$ cat config.mk
export PLATFORM = sky130hd
export DESIGN_NAME = mod_step_counter_flat
export DESIGN_NICKNAME = d
export VERILOG_FILES = /design/src/rtl/mod_step_counter_if.sv /design/src/rtl/mod_step_counter.sv /design/src/flat_wrapper.sv
export SDC_FILE = /design/constraint.sdc
export NUM_CORES = 1
export LEC_CHECK = 0
export BUFFER_PORTS_ARGS = -buffer_cell sky130_fd_sc_hd__buf_2
export CAP_MARGIN = 5
export CORE_AREA = 2 2 39 41
export DETAILED_ROUTE_END_ITERATION = 7
export DIE_AREA = 0 0 41 43
export MAX_ROUTING_LAYER = met4
export SYNTH_ARGS = -nofsm -noshare
export SYNTH_HDL_FRONTEND = slang
export SYNTH_SLANG_ARGS = --single-unit
$ cat constraint.sdc
create_clock -name CLK -period 3.4 [get_ports CLK]
set_clock_uncertainty 0.1 [all_clocks]
set_input_delay 0.51 -clock CLK [delete_from_list [all_inputs] [get_ports CLK]]
set_output_delay 0.51 -clock CLK [all_outputs]
set_load 0.01 [all_outputs]
$ cat src/rtl/mod_step_counter_if.sv
// Signal bundle for mod_step_counter: control/step inputs and count outputs.
// MOD_STEP_COUNTER_HEX_EN adds the active-low 7-segment HEX output.
interface mod_step_counter_if #(
    parameter int WIDTH = 3
);
    logic             EN;
    logic             STEP;
    logic             LE;
    logic             DIR;
    logic             SAT;
    logic [WIDTH-1:0] D;
    logic [WIDTH-1:0] Q;
    logic             TC;
    logic             OVF;
`ifdef MOD_STEP_COUNTER_HEX_EN
    logic [6:0]       HEX;

    modport master (output EN, STEP, LE, DIR, SAT, D,
                    input  Q, TC, OVF, HEX);
    modport slave  (input  EN, STEP, LE, DIR, SAT, D,
                    output Q, TC, OVF, HEX);
`else
    modport master (output EN, STEP, LE, DIR, SAT, D,
                    input  Q, TC, OVF);
    modport slave  (input  EN, STEP, LE, DIR, SAT, D,
                    output Q, TC, OVF);
`endif
endinterface

$ cat src/rtl/mod_step_counter.sv
// Parametrised up/down step counter with synchronised push-button input,
// wrap/saturate boundary handling, terminal-count pulse and sticky flag.
// Optional feature macro: MOD_STEP_COUNTER_HEX_EN (7-segment HEX decode of Q).
module mod_step_counter #(
    parameter int WIDTH = 3,
    parameter int MAX   = 7
) (
    input  logic                  CLK,
    input  logic                  RST,
    mod_step_counter_if.slave     bus
);
    localparam logic [WIDTH-1:0] MAX_Q = WIDTH'(MAX);

    logic             s1;
    logic             s2;
    logic             p;
    logic             step_pulse;
    logic [WIDTH-1:0] q;
    logic             tc;
    logic             ovf;
    logic             at_bound;

    assign step_pulse = s2 & ~p;
    // Boundary depends on direction: MAX when counting up, 0 when counting down.
    assign at_bound   = bus.DIR ? (q == MAX_Q) : (q == '0);

    // Synchroniser, edge detect and counter state; RST > LE > step > hold.
    always_ff @(posedge CLK) begin
        if (RST) begin
            s1  <= 1'b0;
            s2  <= 1'b0;
            p   <= 1'b0;
            q   <= '0;
            tc  <= 1'b0;
            ovf <= 1'b0;
        end else begin
            s1 <= bus.STEP;
            s2 <= s1;
            p  <= s2;
            if (bus.LE) begin
                q   <= (bus.D > MAX_Q) ? MAX_Q : bus.D;
                tc  <= 1'b0;
                ovf <= 1'b0;
            end else if (step_pulse && bus.EN) begin
                if (at_bound) begin
                    tc  <= 1'b1;
                    ovf <= 1'b1;
                    if (!bus.SAT) begin
                        q <= bus.DIR ? '0 : MAX_Q;
                    end
                end else begin
                    tc <= 1'b0;
                    q  <= bus.DIR ? (q + WIDTH'(1)) : (q - WIDTH'(1));
                end
            end else begin
                tc <= 1'b0;
            end
        end
    end

    assign bus.Q   = q;
    assign bus.TC  = tc;
    assign bus.OVF = ovf;

`ifdef MOD_STEP_COUNTER_HEX_EN
    logic [3:0] nib;
    logic [6:0] hex;

    if (WIDTH >= 4) begin : g_nib_wide
        assign nib = q[3:0];
    end else begin : g_nib_narrow
        assign nib = 4'(q);
    end

    // Active-low {g,f,e,d,c,b,a} hexadecimal digit decode of the low nibble.
    always_comb begin
        hex = 7'b1111111;
        case (nib)
            4'h0: hex = 7'b1000000;
            4'h1: hex = 7'b1111001;
            4'h2: hex = 7'b0100100;
            4'h3: hex = 7'b0110000;
            4'h4: hex = 7'b0011001;
            4'h5: hex = 7'b0010010;
            4'h6: hex = 7'b0000010;
            4'h7: hex = 7'b1111000;
            4'h8: hex = 7'b0000000;
            4'h9: hex = 7'b0010000;
            4'hA: hex = 7'b0001000;
            4'hB: hex = 7'b0000011;
            4'hC: hex = 7'b1000110;
            4'hD: hex = 7'b0100001;
            4'hE: hex = 7'b0000110;
            4'hF: hex = 7'b0001110;
            default: hex = 7'b1111111;
        endcase
    end

    assign bus.HEX = hex;
`endif

endmodule
$ cat src/flat_wrapper.sv
// flat-port wrapper written by rule: the top's interface ports become plain ports
module mod_step_counter_flat 
#(
    parameter int WIDTH = 3,
    parameter int MAX   = 7
)
  (CLK, RST, bus_EN, bus_STEP, bus_LE, bus_DIR, bus_SAT, bus_D, bus_Q, bus_TC, bus_OVF);
  mod_step_counter_if #(.WIDTH(WIDTH)) bus_i ();
  input  logic CLK;
  input  logic RST;
  input wire logic [$bits(bus_i.EN)-1:0] bus_EN;
  input wire logic [$bits(bus_i.STEP)-1:0] bus_STEP;
  input wire logic [$bits(bus_i.LE)-1:0] bus_LE;
  input wire logic [$bits(bus_i.DIR)-1:0] bus_DIR;
  input wire logic [$bits(bus_i.SAT)-1:0] bus_SAT;
  input wire logic [$bits(bus_i.D)-1:0] bus_D;
  output wire logic [$bits(bus_i.Q)-1:0] bus_Q;
  output wire logic [$bits(bus_i.TC)-1:0] bus_TC;
  output wire logic [$bits(bus_i.OVF)-1:0] bus_OVF;
  assign bus_i.EN = bus_EN;
  assign bus_i.STEP = bus_STEP;
  assign bus_i.LE = bus_LE;
  assign bus_i.DIR = bus_DIR;
  assign bus_i.SAT = bus_SAT;
  assign bus_i.D = bus_D;
  assign bus_Q = bus_i.Q;
  assign bus_TC = bus_i.TC;
  assign bus_OVF = bus_i.OVF;
  mod_step_counter #(.WIDTH(WIDTH), .MAX(MAX)) u_core (.CLK(CLK), .RST(RST), .bus(bus_i));
endmodule
# Word-level counts from Yosys, hierarchy flattened
# Cells that the tools add are included.
dict set report word_totals {
  wordCells 30
  ff_bits 8
}
dict set report op_classes {
  mux 9
  n_reduce_logical 7
  addsub 2
  magnitude_cmp 1
  bitwise 3
  eq_ne 2
}
# op n
set op_table {}
lappend op_table {{two-way mux 3 bit} 7}
lappend op_table {{AND reduction 2 bit} 2}
lappend op_table {{adder 3 x 1 -> 3 bit (second input constant)} 1}
lappend op_table {{equality test 3 bit (second input constant)} 1}
lappend op_table {{greater-than comparator 3 bit (second input constant)} 1}
lappend op_table {{logical NOT 3 bit} 1}
lappend op_table {{inequality test 3 bit (second input constant)} 1}
lappend op_table {{OR reduction 3 bit} 1}
lappend op_table {{subtractor 3 x 1 -> 3 bit (second input constant)} 1}
lappend op_table {{two-way mux 1 bit} 2}
lappend op_table {{NOT 1 bit} 2}
lappend op_table {{nonzero test 2 bit} 1}
lappend op_table {{OR reduction 2 bit} 1}
lappend op_table {{AND 1 bit} 1}
lappend op_table {{logical AND 1 bit} 1}

# Longest topological paths before layout
# Gate-level depths: netlist of run 1.
dict set report logic_depth {
  ltp_word 5
  mapped_depth 7
  depth_no_buf 7
}

# Worst setup path after synthesis of run 1
# Ideal clock, no wire load.
dict set report synth_timing {
  path_type {input -> register}
  start {in bus_DIR}
  end {reg u_core.q[1] (netlist: u_core.bus.Q[1])}
  required_ns 3.160
  path_slack_ns 1.601
  t_arrival_ns 1.559
  stages 6
  setup_ns 0.140
  path_cell_list {inv_1 > fa_1 > inv_1 > o21ai_0 > a2111oi_1 > a2111oi_2}
}
dict set report synth_via {
  elab_chain_cells 5
  elab_cells_between_ends 9
}
# item line_no
set synth_rtl {}
lappend synth_rtl {{start: declaration} flat_wrapper.sv:14} ;# input wire logic [$bits(bus_i.DIR)-1:0] bus_DIR;
lappend synth_rtl {{two-way mux 3 bit} mod_step_counter.sv:49} ;# q <= bus.DIR ? '0 : MAX_Q;
lappend synth_rtl {{two-way mux 3 bit} mod_step_counter.sv:48} ;# if (!bus.SAT) begin
lappend synth_rtl {{two-way mux 3 bit} mod_step_counter.sv:45} ;# if (at_bound) begin
lappend synth_rtl {{two-way mux 3 bit} mod_step_counter.sv:44} ;# end else if (step_pulse && bus.EN) begin
lappend synth_rtl {{two-way mux 3 bit} mod_step_counter.sv:40} ;# if (bus.LE) begin
lappend synth_rtl {{end signal: assignment} mod_step_counter.sv:41} ;# q <= (bus.D > MAX_Q) ? MAX_Q : bus.D;
lappend synth_rtl {{end signal: assignment} mod_step_counter.sv:49}
lappend synth_rtl {{end signal: assignment} mod_step_counter.sv:53} ;# q <= bus.DIR ? (q + WIDTH'(1)) : (q - WIDTH'(1));
lappend synth_rtl {{end: declaration} mod_step_counter.sv:18} ;# logic [WIDTH-1:0] q;
# Parallel ways exist; a longest one is shown, timed or not. The select of a mux whose other input is x is not followed.
# A chain may end at the register's enable or synchronous reset.

# Final worst setup path of run 1
dict set report layout_timing {
  start {reg u_core.q[0] (netlist: u_core.bus.Q[0])}
  end {reg u_core.q[1] (netlist: u_core.bus.Q[1])}
}
dict set report layout_via {
  elab_chain_cells 5
  elab_cells_between_ends 11
}
# item line_no
set layout_rtl {}
lappend layout_rtl {{subtractor 3 x 1 -> 3 bit (tied with other cells)} mod_step_counter.sv:53}
lappend layout_rtl {{two-way mux 3 bit / two-way mux 1 bit (equally long branches)} {mod_step_counter.sv:53, mod_step_counter.sv:25}}
lappend layout_rtl {{two-way mux 3 bit} mod_step_counter.sv:45}
lappend layout_rtl {{two-way mux 3 bit} mod_step_counter.sv:44}
lappend layout_rtl {{two-way mux 3 bit} mod_step_counter.sv:40}
# Parallel ways exist; a longest one is shown, timed or not. The select of a mux whose other input is x is not followed.

==> metrics.md, run 1 <==
| Metric | Value |
|---|---|
| Clock power share | 0.339 |
| Final Net Count | 78 |
| Worst Path Required | ~3.4 ns |
| Ant. Diodes | 0 |
| Crit end category | flop |
| Flop2flop setup slack | 1.58 ns |
| Core ar. | 0.00138 sq mm |
| Pwr/cell area | 394 mW/mm^2 |
| Final non-filler cell total | 81 |
| Hold Path Class | flop to flop |
| Max Transition Viols Final | 0 |
| Vias/cell | between 5 and 6 |
| Min Clock Period, post-route | 1.82 ns |
| Core Util, Final | 0.401 |
| Detail Route Antenna Nets | 0 |
| Pin count of the biggest net entering global routing | 9 |
| Grt ovf | 0 |
| Root buffer cell | clkbuf_4 |
| Internal cell power | 0.000158 W |
| Synth Cell Area | approximately 450 sq um |
| Final-report hold violation count | 0 |
| Share of power burned in registers | 0.473 |
| Seq/Total Area, Yosys | 0.358 |
| Post-CTS Setup Inserts | 0 |
| Cell Rows | 14 |
| Iter 0 DRT Violations | 4 |
| Die Wd | 41 microns |
| Placed inst area | 533 sq um |
| Area growth, synth to finish | 24.0% |
| Logic pwr share | 0.188 |
| Netlist cell types | 27 |
| CTS tree | built |
| Die H | about 43 microns |
| # IOs | 15 |
| Slew HR | 0.717 |
| #FFs+latches synth | 8 |
| Mean Syn Cell Area | 9.14 sq um |
| Clock Latency Late Sink | 0.26 ns |
| Drt total wl | 963 microns |
| Final setup vio count | 0 |
| Max Cap Viol | 0 |
| Final HPWL DP | 716 microns |
| Status | finished clean |
| Ratio of cells with drive above 1 in the final layout | 0.369 |
| Antenna violations before repair | 0 |
| Worst-path clk slew | 0.06 ns |
| Crit path DAT | 1.85 ns |
| H-Tree Depth | 1 |
| RSZ-0062 raised after global routing | no |
| Vias | 417 |
| Sw frac | 0.276 |
| First-pass GRT wire length | between 1500 and 2000 microns |
| Vias in the first global route | 358 |
| Post-Synthesis Cells | 49 |
| Fillers | 140 |
| VDD IR max | 0.0000935 V |
| Fmax | 548 MHz |
| Placed cells | a little under 80 |
| Port Buffers | 14 |
| WL/cell | 11.9 microns |
| Synthesized net count | 60 |
| GRT Total Usage | 0.139 |
| Starting Density | 0.324 |
| Actual slew at the worst max-slew pin | 0.424 ns |
| Crit Path Max Fanout | 8 |
| Worst setup SP type | flop |
| Resized Gates After CTS | 0 |
| Crit share post-route | 0.537 |
| Psw | 0.0000603 W |
| Lkg Pwr | 0.256 nW |
| Drt pass-1 iters | 4 |
| TNS Setup | 0 ns |
| Routability cong. | 0.757 |
| Full die area | 0.00176 sq mm |
| Warnings from Yosys | 0 |
| Inserted Clock Buffers | 3 |
| Hold buffer count at cts | 0 |
| DRC viols | 0 |
| Final Cell Area | 556 sq um |
| Critical path type | flop to flop |
| Max clock buf depth | 2 |
| Clock sink count | 8 |
path summary, 6_finish.rpt:
| path | from | to | cells after the start |
|---|---|---|---|
| worst max-delay path | u_core.bus.Q[0] | u_core.bus.Q[1] | 5 |
| worst min-delay path | u_core.s1 | u_core.s2 | 1 |
| worst max register to register | u_core.bus.Q[0] | u_core.bus.Q[1] | 5 |
| worst min register to register | u_core.s1 | u_core.s2 | 1 |
through the flow:
| step | hold WS [ns] | setup WS (ns) | power, W |
|---|---|---|---|
| final | 0.335 | 1.58 | 0.000219 |
| after global placement | 0.318 | 1.36 | 0.000145 |
| after detailed placement | 0.328 | 1.33 | 0.000146 |
| after CTS | 0.340 | 1.55 | 0.000219 |
| after floorplan | 0.314 | 1.60 | 0.000131 |
| after global routing | 0.361 | 1.45 | 0.000231 |
synthesized netlist by cell type:
cell | n | area, sq um
a2111oi_2 | 1 | 15.0
nor3b_1 | 2 | 15.0
nor3_1 | 1 | 5.00
dfxtp_1 | 8 | 160
o21ai_2 | 1 | 8.76
nand2_1 | 1 | 3.75
nand3b_1 | 1 | 7.51
a211oi_1 | 1 | 7.51
o21ai_0 | 2 | 10.0
o221ai_1 | 1 | 8.76
inv_1 | 6 | 22.5
mux2i_1 | 1 | 10.0
and3b_2 | 1 | 10.0
a221o_2 | 1 | 11.3
or4_4 | 1 | 11.3
o22ai_1 | 2 | 12.5
a2111oi_1 | 1 | 10.0
nor2_1 | 4 | 15.0
nand3_1 | 1 | 5.00
buf_2 | 1 | 5.00
a22oi_1 | 1 | 7.51
and3_2 | 1 | 7.51
fa_1 | 1 | 20.0
xor2_1 | 1 | 8.76
a21o_4 | 1 | 15.0
nor2b_1 | 4 | 25.0
a21oi_1 | 2 | 10.0
power groups by stage:
stage	registers, W	clock network (W)	logic, W
floorplan	0.000106	0	0.0000259
global placement	0.000105	0	0.0000400
detailed placement	0.000105	0	0.0000411
CTS	0.000103	0.0000744	0.0000411
global route	0.000104	0.0000805	0.0000460
finish	0.000104	0.0000742	0.0000411
critical path, stage by stage (launching register included):
cell and delay (ns):
dfxtp_1 0.50, fa_1 0.46, inv_1 0.06, o21ai_0 0.07, a2111oi_1 0.41, a2111oi_2 0.09
area by class of cell:
type / count / area [sq um] / area share
multi-input combinational: 34 / 260 / 0.468
sequential: 8 / 160 / 0.288
timing repair buffer: 14 / 70.1 / 0.126
clock buffer: 3 / 22.5 / 0.0405
inverter: 6 / 22.5 / 0.0405
tap: 16 / 20.0 / 0.0360
placed cells by master (no fill, tap or decap), types with 2 or more instances in the layout:
cell      Yosys  routed
inv_1         6       6
buf_2         1      14
nor2_1        4       4
a21oi_1       2       2
dfxtp_1       8       8
o22ai_1       2       2
o21ai_0       2       2
nor2b_1       4       4
nor3b_1       2       2
clkbuf_4      0       3
state kept, by name (all words and copies together) (netlist names):
register and cells:
u_core.bus.OVF 1, u_core.bus.Q 3, u_core.bus.TC 1, u_core.p 1, u_core.s1 1, u_core.s2 1
metal layers:
metal,part of all wire,GRT usage
met3,0.053,0.0314
met2,0.44,0.175
met1,0.46,0.179
met5,0,-
met4,0.040,0.120
logic make-up after synthesis:
logic type / after synthesis / synth area share
AO/OA/AOI/OAI: 14 / 0.260
adder cells (fa/ha/maj): 1 / 0.0447
multiplexers: 1 / 0.0223
AND/OR/NAND/NOR: 17 / 0.235
XOR/XNOR: 1 / 0.0196
flip-flops: 8 / 0.358
buffers and inverters: 7 / 0.0614
(Power assumes the default switching activity.)
==> run 2: changes to the inputs <==
Settings changed: ABC_AREA set to 1.
Clock period 3.4 ns to 1.5 ns, I/O delays scaled along.
==> run 2 against run 1 <==
Die area is the same. Final area rose by 0.23%. Global-route usage down 1.5 points. Sequential share of layout area fell by 0.065 points. Combinational power grew to 3.2 times the previous value. Fmax is 32% higher. Hold slack got worse by 0.26 ns. Setup slack worse by 1.5 ns. Largest cell class unchanged.
==> metrics.md, run 2 <==
| Metric | Value |
|---|---|
| Crit Path Max Fanout | 2 (-6) |
| Die H | 43 microns (unchanged) |
| Crit path from | u_core.bus.Q[0] |
| Clock sink count | 8 (unchanged) |
| Routability cong. | 0.685 (-9.5%) |
| VDD IR max | 0.000484 V (+420%) |
| Worst setup SP type | flop |
| Worst reg2reg path endpoint | u_core.bus.Q[1] |
| Die Wd | 41 microns (unchanged) |
| # IOs | 15 (unchanged) |
| Vias/cell | 4.38 (-15%) |
| GRT Total Usage | 0.124 (-0.0152) |
| Max Cap Viol | 0 (unchanged) |
| Crit share post-route | 0.925 (+0.388) |
| Max clock buf depth | 2 (unchanged) |
| Hold Path Class | primary input to flop |
| Top cells by area, synth | dfxtp_1 (38%), nand2_1 (18%), inv_1 (7.9%) |
| Vias | 429 (+2.9%) |
| Drt total wl | 880 microns (-8.6%) |
| Count leader, synth | nand2_1 |
| Worst r2r src | u_core.bus.Q[0] |
| Global route hottest layer | met2 |
| RSZ-0062 raised after global routing | no |
| Area leader, netlist | dfxtp_1 |
| Logic pwr share | 0.255 (+0.067) |
| Cell Rows | 14 (unchanged) |
| TNS Setup | 0 ns (unchanged) |
| Inserted Clock Buffers | 3 (unchanged) |
| Mean Syn Cell Area | 6.77 sq um (-26%) |
| Iter 0 DRT Violations | 8 (+4) |
| Area growth, synth to finish | 30.5% |
| First-pass GRT wire length | 1390 microns (-9.4%) |
| Psw | 0.000151 W (+150%) |
| Ratio of cells with drive above 1 in the final layout | 0.378 (+0.00882) |
| CTS tree | built |
| Final setup vio count | 0 (unchanged) |
| Fillers | 150 (+7.1%) |
| Lkg Pwr | 0.310 nW (+21%) |
| Fmax | 721 MHz (+32%) |
| Synth top cells by count | nand2_1 (21), inv_1 (9), dfxtp_1 (8), nor2_1 (8), nand2_2 (4) |
| Sw frac | 0.289 (+0.0132) |
| Full die area | 0.00176 sq mm (unchanged) |
| Detail Route Antenna Nets | 0 (unchanged) |
| Worst reg2reg path depth | 7 (+2) |
| Synthesized net count | 74 (+23%) |
| Min Clock Period, post-route | 1.39 ns (-0.437 ns) |
| FFs w/ async S/R, synth | 0 (unchanged) |
| Most common cell after layout, fill and taps aside | nand2_1 |
| Grt ovf | 0 (unchanged) |
| Final Net Count | 95 (+22%) |
| Number of synthesized flops with an enable pin | 0 (unchanged) |
| Worst Path Required | 1.58 ns (-1.85 ns) |
| Crit path DAT | 1.47 ns (-0.38 ns) |
| DRC viols | 0 (unchanged) |
| Vias in the first global route | 340 (-5.0%) |
| Max Transition Viols Final | 0 (unchanged) |
| Drt pass-1 iters | 4 (unchanged) |
| Warnings from Yosys | 0 (unchanged) |
| Ant. Diodes | 0 (unchanged) |
| Yosys top cell area share | 0.375 (+0.0178) |
| Actual slew at the worst max-slew pin | 0.231 ns (-0.193 ns) |
| Met3 usage | 0.0471 (+0.0157) |
| Pwr/cell area | 938 mW/mm^2 (+140%) |
| Slew HR | 0.846 (+0.129) |
| Final HPWL DP | 732 microns (+2.2%) |
| Internal cell power | 0.000371 W (+130%) |
| Grt met1 use | 0.141 (-0.0382) |
| Port Buffers | 14 (unchanged) |
| Critical path type | flop to flop |
| Seq/Total Area, Yosys | 0.375 (+0.0178) |
| Core ar. | 0.00138 sq mm (unchanged) |
| Tot Pwr | 0.000522 W (+140%) |
| Starting Density | 0.308 (-0.0154) |
| Final-report hold violation count | 0 (unchanged) |
| Clock Latency Late Sink | 0.25 ns (about the same) |
| H-Tree Depth | 1 (unchanged) |
| Root buffer cell | clkbuf_4 |
| Footprint of the multi-input gates | 231 sq um (-11%) |
| Max reg flops | 3 (unchanged) |
| Share of power burned in registers | 0.447 (-0.026) |
| Top_reg_cell synth | dfxtp_1 |
| Clock power share | 0.298 (-0.041) |
| Worst setup endpoint | u_core.bus.Q[1] |
| Global Route met2 Usage | 0.175 (unchanged) |
| Core Util, Final | 0.402 (+0.000904) |
| Worst-path clk slew | 0.05 ns (about the same) |
| Register area | 160 sq um (unchanged) |
| Status | finished clean |
| Antenna violations before repair | 0 (unchanged) |
| Netlist cell types | 16 (-41%) |
| WL/cell | 8.98 microns (-24%) |
| #FFs+latches synth | 8 (unchanged) |
| Post-Synthesis Cells | 63 (+29%) |
| Commonest cells after routing, fill and taps aside | nand2_1 (21), buf_2 (14), inv_1 (9) |
| Pin count of the biggest net entering global routing | 8 (-1) |
| Synth Cell Area | 427 sq um (-4.7%) |
| Flop2flop setup slack | 0.11 ns (-1.46 ns) |
| Crit end category | flop |
-- run 2: changes by cell type in the layout (fill, tap and decap cells not counted), moves of 2 or more --
cell	before	now
inv_1	6	9
nand2_2	0	4
buf_4	0	2
nand2_1	1	21
o22ai_1	2	0
nor3b_1	2	0
nor2b_1	4	0
nor2_1	4	8
or2_2	0	2
-- run 2: cell type report --
| cell class | count | area share |
|---|---|---|
| tap | 16 | 0.0360 |
| clock buffer | 3 | 0.0404 |
| inverter | 10 | 0.0674 |
| timing repair buffer | 16 | 0.153 |
| sequential | 8 | 0.288 |
| multi-input combinational | 45 | 0.416 |
-- run 2: layer usage --
metal / vias up / share of wire
li1: 232 / -
met1: 177 / 0.44
met2: 18 / 0.48
met3: 2 / 0.073
met4: 0 / 0.0057
met5: - / 0
-- run 2: kinds of logic (layout without fill, tap and decap cells) --
family | after synthesis | after routing | share of synthesized area
compound gates | 4 | 4 | 0.0557
fa+ha+maj | 1 | 1 | 0.0469
buf+inv | 10 | 29 | 0.0880
flops | 8 | 8 | 0.375
simple gates | 40 | 40 | 0.434
-- run 2: power groups by stage --
stage	combinational [W]	clock, W	sequential (W)
floorplan	0.0000793	0	0.000243
global placement	0.000129	0	0.000237
detailed placement	0.000132	0	0.000238
CTS	0.000133	0.000167	0.000233
global route	0.000147	0.000184	0.000235
finish	0.000133	0.000156	0.000233
-- run 2: worst min path at each step --
stage | start | cells past startpoint | to | slack (ns)
after floorplan | RST | 1 | u_core.bus.Q[0] | 0.19
after global placement | u_core.s1 | 2 | u_core.s2 | 0.30
after detailed placement | u_core.s1 | 2 | u_core.s2 | 0.31
after CTS | bus_STEP | 3 | u_core.s1 | 0.07
after global routing | bus_STEP | 3 | u_core.s1 | 0.08
final | bus_STEP | 3 | u_core.s1 | 0.08
-- run 2: metrics by stage --
| step | worst slack [ns] | hold WS (ns) | std cells | area, sq um |
|---|---|---|---|---|
| detailed placement | 0.0293 | 0.306 | 95 | 532 |
| CTS | 0.0530 | 0.0681 | 98 | 554 |
| floorplan | 0.0739 | 0.194 | 63 | 427 |
| global placement | 0.0549 | 0.303 | 95 | 532 |
| finish | 0.113 | 0.0790 | 98 | 557 |
| global route | 0.0172 | 0.0802 | 98 | 557 |
-- run 2: timing repair --
| action | CTS | global route |
|---|---|---|
| hold buffers | 0 | 0 |
| buffers inserted | 0 | 0 |
| resized for setup | 0 | 1 |
| setup endpoints to repair | 0 | 1 |
-- run 2: critical path, stage by stage, from the launching register on --
cell and delay, ns:
dfxtp_1 0.33, fa_2 0.57, nand2_1 0.05, nand2_1 0.06, nand2_1 0.05, nand2_1 0.05
nand2_1 0.04, nor2_1 0.07
==> run 3: changes to the inputs <==
Settings changed: SLEW_MARGIN set to 20.
Clock period 1.5 ns to 1.6 ns, I/O delays scaled along.
==> run 3 against run 2 <==
Hold slack gained 0.012 ns. First-iteration DRC count shrank 38%. Sequential share of layout area rose by 0.53 points. Count of clock-buffer cells in the layout did not move. Final area shrank 1.8%. Critical endpoint is now u_core.bus.Q[2]. Largest cell class unchanged.
==> metrics.md, run 3 (same netlist as run 2, synthesis figures left out) <==
| Metric | Value |
|---|---|
| Status | finished clean |
| WL/cell | 8.66 microns (-3.6%) |
| TNS Setup | 0 ns (unchanged) |
| Clock sink count | 8 (unchanged) |
| Most common cell after layout, fill and taps aside | nand2_1 |
| Hold Path Class | primary input to flop |
| Max reg flops | 3 (unchanged) |
| Full die area | 0.00176 sq mm (unchanged) |
| Ant. Diodes | 0 (unchanged) |
| Pwr/cell area | 889 mW/mm^2 (-5.2%) |
| Worst setup SP type | flop |
| Placed inst area | 524 sq um (-1.4%) |
| Vias | 403 (-6.1%) |
| Max Cap Viol | 0 (unchanged) |
| Final Net Count | 94 (-1.1%) |
| H-Tree Depth | 1 (unchanged) |
| Root buffer cell | clkbuf_4 |
| Worst r2r src | u_core.bus.Q[1] |
| Min Clock Period, post-route | 1.46 ns (+0.0694 ns) |
| Die H | 43 microns (unchanged) |
| Final setup vio count | 0 (unchanged) |
| Worst Path Required | 1.69 ns (+0.11 ns) |
| DRC viols | 0 (unchanged) |
| Max clock buf depth | 2 (unchanged) |
| Crit Path Max Fanout | 5 (+3) |
| Ratio of cells with drive above 1 in the final layout | 0.358 (-0.0200) |
| Routability cong. | 0.683 (-0.29%) |
| Lkg Pwr | 0.306 nW (-1.2%) |
| Most frequent cell on the critical path | nand2_1 |
| Met3 usage | 0.0157 (-0.0314) |
| Vias/cell | 4.15 (-5.1%) |
| Crit path from | u_core.bus.Q[1] |
| RSZ-0062 raised after global routing | no |
| Vias in the first global route | 340 (unchanged) |
| Max Transition Viols Final | 0 (unchanged) |
| Crit end category | flop |
| Crit path DAT | 1.55 ns (+0.08 ns) |
| Commonest cells after routing, fill and taps aside | nand2_1 (21), buf_2 (14), inv_1 (9) |
| CP peak stage delay | 0.43 ns (-0.14 ns) |
| Port Buffers | 14 (unchanged) |
| Global Route met2 Usage | 0.159 (-0.0156) |
| Post-CTS Setup Inserts | 0 (unchanged) |
| Drt total wl | 840 microns (-4.5%) |
| Core ar. | 0.00138 sq mm (unchanged) |
| Detail Route Antenna Nets | 0 (unchanged) |
| Inserted Clock Buffers | 3 (unchanged) |
| GRT Total Usage | 0.114 (-0.0106) |
| Grt met1 use | 0.143 (+0.00234) |
| Grt ovf | 0 (unchanged) |
| Starting Density | 0.308 (unchanged) |
| Area growth, synth to finish | 28.2% |
| Final Cell Area | 547 sq um (-1.8%) |
| Iter 0 DRT Violations | 5 (-3) |
| Fmax | 686 MHz (-4.8%) |
| First-pass GRT wire length | 1300 microns (-6.4%) |
| Place WS | 0.107 ns (+0.0772 ns) |
| Hold buffer count at cts | 0 (unchanged) |
| Actual slew at the worst max-slew pin | 0.213 ns (-0.0184 ns) |
| CTS tree | built |
| Crit-path slowest cell | fa_1 |
| Critical path type | flop to flop |
| Global route hottest layer | met2 |
| VDD IR max | 0.000357 V (-26%) |
| Cell Rows | 14 (unchanged) |
| Resized Gates After CTS | 0 (unchanged) |
| # IOs | 15 (unchanged) |
| Antenna violations before repair | 0 (unchanged) |
| Die Wd | 41 microns (unchanged) |
| Drt pass-1 iters | 4 (unchanged) |
| Crit share post-route | 0.910 (-0.0144) |
| Worst-path clk slew | 0.05 ns (about the same) |
| Clock Latency Late Sink | 0.25 ns (about the same) |
| Slew HR | 0.858 (+0.0123) |
| Pin count of the biggest net entering global routing | 8 (unchanged) |
| Worst Hold Launch | bus_STEP |
| Worst path cell trace | fa_1, inv_1, nand3_1, nand2_1, nand2_1, nand2_1, nand2_1, nand2_1, nand2_1, nor2_2 |
| Final-report hold violation count | 0 (unchanged) |
| Final setup margin | 0.143 ns (+0.0306 ns) |
-- run 3: changes by cell type in the layout (fill, tap and decap cells not counted), sizes merged --
cell  delta
buf      -1
-- run 3: worst max-delay path, delay by kind of cell (launching register included) --
kind                     cells  cell delay (ns)
AND/OR/NAND/NOR              8             0.47
adder cells (fa/ha/maj)      1             0.43
flip-flops                   1             0.36
buffers and inverters        1             0.06
-- run 3: where the power goes --
| part | internal [W] | switching [W] | leakage, nW |
|---|---|---|---|
| Combinational | 0.0000481 | 0.0000679 | 0.227 |
| Sequential | 0.000210 | 0.00000939 | 0.0657 |
| Clock | 0.0000856 | 0.0000645 | 0.0138 |
-- run 3: cell type report --
cell class / instances / area (sq um)
multi-input cells: 45 / 229
flip-flops and latches: 8 / 160
repair buffers: 15 / 77.6
inverters: 10 / 37.5
fillers: 158 / 837
clock buffers: 3 / 22.5
well taps: 16 / 20.0
-- run 3: path summary, 6_finish.rpt --
path                                   endpoint  slack (ns)  cells after the start
worst max register to register  u_core.bus.Q[2]        0.14                     10
worst min-delay path                  u_core.s1        0.09                      3
worst max-delay path            u_core.bus.Q[2]        0.14                     10
worst min register to register        u_core.s2        0.31                      2
-- run 3: layer usage --
layer | routed length (microns) | vias to the layer above
met2 | 368 | 12
met4 | 5 | 0
li1 | - | 225
met3 | 69 | 2
met1 | 396 | 164
met5 | 0 | -
-- run 3: per-stage QoR --
stage               power (W)   util  cells  hold WS (ns)
global placement     0.000338  0.379     94         0.304
global route         0.000526  0.395     97         0.101
CTS                  0.000498  0.395     97        0.0849
finish               0.000486  0.395     97        0.0910
detailed placement   0.000341  0.379     94         0.305
floorplan            0.000302      -     63         0.209
